==> config.mk <==
export PLATFORM = sky130hd
export DESIGN_NAME = rca_dispatch_ctrl
export DESIGN_NICKNAME = d
export VERILOG_FILES = /design/src/rtl/rca_dispatch_ctrl.sv
export SDC_FILE = /design/constraint.sdc
export NUM_CORES = 1
export LEC_CHECK = 0
export ABC_AREA = 1
export CELL_PAD_IN_SITES_DETAIL_PLACEMENT = 1
export CELL_PAD_IN_SITES_GLOBAL_PLACEMENT = 1
export CORE_AREA = 2 2 77 79
export CTS_BUF_LIST = sky130_fd_sc_hd__clkbuf_16
export CTS_CLUSTER_SIZE = 20
export DETAILED_ROUTE_END_ITERATION = 10
export DIE_AREA = 0 0 79 81
export PLACE_DENSITY = 0.84
export SETUP_SLACK_MARGIN = 0.5
export SLEW_MARGIN = 20
export SYNTH_ARGS = -nofsm -noshare
export SYNTH_HDL_FRONTEND = slang
export SYNTH_SLANG_ARGS = --single-unit
==> constraint.sdc <==
create_clock -name clk -period 4.12 [get_ports clk]
set_input_delay 0.824 -clock clk [delete_from_list [all_inputs] [get_ports clk]]
set_output_delay 0.824 -clock clk [all_outputs]
set_load 0.03 [all_outputs]
==> src/rtl/rca_dispatch_ctrl.sv <==
// rca_dispatch_ctrl: in-order RCA dispatch FIFO with per-RCA IDLE/RUN/RESULT FSMs and round-robin writeback
module rca_dispatch_ctrl #(
  parameter int NUM_RCAS = 3,
  parameter int ID_W = 3,
  parameter int DEPTH = 4,
  parameter int SEL_W = $clog2(NUM_RCAS)
) (
  input  logic                clk,
  input  logic                rst,
  input  logic                issue_valid,
  output logic                issue_ready,
  input  logic [SEL_W-1:0]    issue_rca_sel,
  input  logic [ID_W-1:0]     issue_id,
  output logic [NUM_RCAS-1:0] rca_start,
  output logic [ID_W-1:0]     rca_start_id,
  input  logic [NUM_RCAS-1:0] rca_done,
  output logic                wb_done,
  output logic [ID_W-1:0]     wb_id,
  output logic [NUM_RCAS-1:0] rca_busy,
  output logic                sel_err
);
  localparam int AW = $clog2(DEPTH);
  typedef enum logic [1:0] {IDLE, RUN, RESULT} state_t;
  state_t state [NUM_RCAS];
  state_t state_nx [NUM_RCAS];
  logic [ID_W-1:0] ids [NUM_RCAS];
  logic [SEL_W+ID_W-1:0] mem [DEPTH];
  logic [AW-1:0] wr_ptr, rd_ptr;
  logic [AW:0] count;
  logic [SEL_W-1:0] head_sel, rr_ptr, gnt;
  logic [ID_W-1:0] head_id;
  logic [2**SEL_W-1:0] idle;
  logic push, pop, bad, gnt_any;
  assign {head_sel, head_id} = mem[rd_ptr];
  assign issue_ready = count != (AW+1)'(DEPTH);
  assign push = issue_valid && issue_ready;
  assign bad = int'(head_sel) >= NUM_RCAS;
  // idle is padded to the full select range so out-of-range heads index safely
  assign pop = count != '0 && (bad || idle[head_sel]);
  assign rca_start = (pop && !bad) ? NUM_RCAS'(1) << head_sel : '0;
  assign rca_start_id = (pop && !bad) ? head_id : '0;
  always_comb begin
    idle = '0;
    rca_busy = '0;
    for (int i = 0; i < NUM_RCAS; i++) begin
      idle[i] = state[i] == IDLE;
      rca_busy[i] = state[i] != IDLE;
    end
  end
  always_comb begin
    gnt_any = 1'b0;
    gnt = '0;
    for (int k = 0; k < NUM_RCAS; k++)
      if (!gnt_any && state[(int'(rr_ptr) + k) % NUM_RCAS] == RESULT) begin
        gnt_any = 1'b1;
        gnt = SEL_W'((int'(rr_ptr) + k) % NUM_RCAS);
      end
  end
  always_comb begin
    for (int i = 0; i < NUM_RCAS; i++)
      state_nx[i] = (state[i] == IDLE && rca_start[i]) ? RUN :
                    (state[i] == RUN && rca_done[i]) ? RESULT :
                    (state[i] == RESULT && gnt_any && int'(gnt) == i) ? IDLE : state[i];
  end
  always_ff @(posedge clk) begin
    if (rst) begin
      wr_ptr <= '0;
      rd_ptr <= '0;
      count <= '0;
      rr_ptr <= '0;
      wb_done <= 1'b0;
      wb_id <= '0;
      sel_err <= 1'b0;
      for (int i = 0; i < NUM_RCAS; i++) begin
        state[i] <= IDLE;
        ids[i] <= '0;
      end
    end else begin
      if (push) wr_ptr <= wr_ptr + 1'b1;
      if (pop) rd_ptr <= rd_ptr + 1'b1;
      count <= count + (AW+1)'(push) - (AW+1)'(pop);
      if (pop && bad) sel_err <= 1'b1;
      wb_done <= gnt_any;
      if (gnt_any) begin
        wb_id <= ids[gnt];
        rr_ptr <= (int'(gnt) == NUM_RCAS - 1) ? '0 : gnt + 1'b1;
      end
      for (int i = 0; i < NUM_RCAS; i++) begin
        state[i] <= state_nx[i];
        if (rca_start[i]) ids[i] <= head_id;
      end
    end
  end
  always_ff @(posedge clk) begin
    if (push) mem[wr_ptr] <= {issue_rca_sel, issue_id};
  end
endmodule

==> impl_metrics.py <==
metrics = {
    "logic_synthesis": {
        "seq_area_frac_synth": 0.543,
        "synthCells": 268,
        "synth-seq-cells": 51,
        "synth_warnings": 0,
        "syn-mean-instance-area_sq_um": 9.02,
        "synth_area_leaders": "edfxtp_1 36%, dfxtp_1 18%, nand2_1 8.1%",
        "synth_edf_count": 29,
        "syn_nets": 290,
        "synth_top_flop_cell": "edfxtp_1",
        "synth_top_area_cell": "edfxtp_1",
        "async_flop_share": 0,
        "synth_area_sq_um": 2420,
        "synth.distinct_cells": 31,
        "yosysTopAreaCellShare": 0.360,
    },
    "sta": {
        "setup_violations": 0,
        "min_period_ps": 3300,
        "fin_crit_sh": 0.801,
        "worst_pin_slew_ps": 641,
        "rsz0062_at_grt": "no",
        "fmaxAchievable_ghz": 0.303,
        "finClkSkew_ps": 3.95,
        "hold_violations": 0,
        "maxSlewViolCount": 0,
        "timing.final.ws_setup_ps": 819,
        "tns_ps": 0,
        "slew_headroom": 0.568,
    },
    "floorplan": {
        "rows": 28,
        "io_pins": 26,
        "fp.coreArea_sq_um": 5680,
        "die-area_sq_um": 6400,
        "die_y_um": 81,
        "start_util": 0.426,
        "die_w_um": 79,
    },
    "worst_setup_path": {
        "critical_path.endpoint_type": "output port",
        "crit_buf_inv": 6,
        "slowest_stage": "clkdlybuf4s50_1",
        "worst_setup_path_start_kind": "register",
        "critical_path_class": "reg -> out",
        "r2r_cells": 15,
        "crit_chain": "inv_2 > nand2_1 > nand3_1 > nand2_2 > inv_1 > nor2_1 > inv_1 > nand3_1 > nand2_1 > inv_2 > nand3_1 > inv_1 > clkdlybuf4s50_1",
        "cp_num_cells": 13,
        "worst_ep_arrival_time_ps": 2480,
        "cp_top_family": "buffers and inverters",
        "required_ps": 3300,
        "critPathMaxStageDelay_ps": 680,
        "path_max_fanout": 11,
    },
    "power_and_ir_drop": {
        "vdd_drop_max_uv": 364,
        "pwr_density_cell_nw_per_um2": 757,
        "p_total_mw": 2.18,
        "p_leak_nw": 1.23,
    },
    "clock_tree": {
        "cts.sink_count": 51,
        "clk_latency_ps": 290,
        "post_cts_resized": 0,
        "cts_hold_buf": 0,
        "clk_pin_slew_ps": 60,
        "cts_setup_buffers": 0,
        "root_buffer": "clkbuf_16",
        "cts_buffer_depth": 2,
        "cts_tree": "built",
        "numCtsBuffers": 5,
        "htree_levels": 2,
    },
    "route": {
        "vias": 1870,
        "route.detailed.drc": 0,
        "drt_iter0_markers": 59,
        "routed_via_density": 5.00,
        "wl_um": 5270,
        "wl_per_cell_um": 14.1,
        "ant_nets": 0,
        "first_pass_iters": 4,
    },
    "worst_hold_path": {
        "min_path_type": "reg -> reg",
        "hold_depth": 1,
    },
    "place": {
        "gp_congestion": 0.762,
        "placedCellCount": 366,
        "place_ws_ps": 977,
        "dp_hpwl_um": 4090,
        "portBuffers": 25,
    },
    "cells_and_area": {
        "areaGrowthSynthToFinish_pct": 19.2,
        "antennaDiodeCount": 0,
        "final_cell_count_no_fill": 374,
        "layout-drive-gt1-share": 0.100,
        "nFillCells": 684,
        "final_cell_mix": "52 x nand2_1, 40 x inv_1, 29 x nor2_1, 29 x edfxtp_1, 25 x clkdlybuf4s50_1",
        "nNetsFinal": 320,
        "layout_commonest_cell": "nand2_1",
    },
    "global_route": {
        "antenna_found_initial": 0,
        "first_global_vias": 1984,
        "overflow": 0,
        "grt_max_degree": 15,
        "grt_pass1_wl_um": 9070,
        "grt_usage": 0.183,
    },
    "job": {
        "maxCapViolCount": 0,
    },
    "status": {
        "outcome": "completed",
    },
}
sequential cells by signal, indices dropped and copies added (netlist names), named ones only:
signal,count
mem,20
ids,9
state,6
count,3
wb_id,3
rd_ptr,2
rr_ptr,2
wr_ptr,2
sel_err,1
wb_done,1
cell families (layout without fill, tap and decap cells):
logic type                 count (synthesis)  in the layout  share of synthesized area
xor gates and xnor gates                   1              1                    0.00363
adders and majority gates                 11             11                     0.0601
DFF                                       51             51                      0.543
buffers and inverters                     51             82                     0.0854
AOI/OAI and AO/OA                         32             32                     0.0761
and+or+nand+nor                          122            122                      0.232
metal layers:
metal | GRT usage | vias up | routed length [um]
met1 | 0.200 | 899 | 2120
met2 | 0.347 | 26 | 2910
met5 | 0 | - | 0
met3 | 0.0378 | 8 | 174
met4 | 0.0690 | 0 | 67
li1 | - | 937 | -
layout make-up:
cell class	instances	area, sq um	share of cell area
Clock buffer	5	125	0.0435
Clock inverter	3	11.3	0.00391
Inverter	48	180	0.0626
Multi-Input combinational cell	166	898	0.312
Sequential cell	51	1310	0.456
Tap cell	75	93.8	0.0326
Timing Repair Buffer	26	258	0.0895
cells in the mapped netlist (all sizes together) (2+ instances only):
cell     n
dfxtp   22
o21ai   12
a21oi   14
edfxtp  29
inv     47
ha      10
buf      2
nor3     3
nand4    6
o22ai    2
nor2    32
nand2   59
nand3   22
stage by stage:
stage,hold WS (ps),cell area (sq um),util
3_3_place_gp,448,2740,0.483
4_1_cts,484,2880,0.507
3_5_place_dp,464,2740,0.483
2_1_floorplan,437,2420,-
5_1_grt,492,2880,0.507
6_report,496,2880,0.507
report_power, final:
group	total [mW]	switching (mW)	internal, mW
combinational	1.02	0.667	0.356
clock	0.385	0.166	0.219
sequential	0.770	0.0861	0.684
worst paths after layout:
kind,end,from,slack (ps)
worst max-delay path,rca_start_id[1],register,820
worst max register to register,count[2],register,1520
worst min-delay path,sel_err,sel_err,500
worst min register to register,sel_err,sel_err,500
Note: power is estimated with default switching activity, not from simulation.
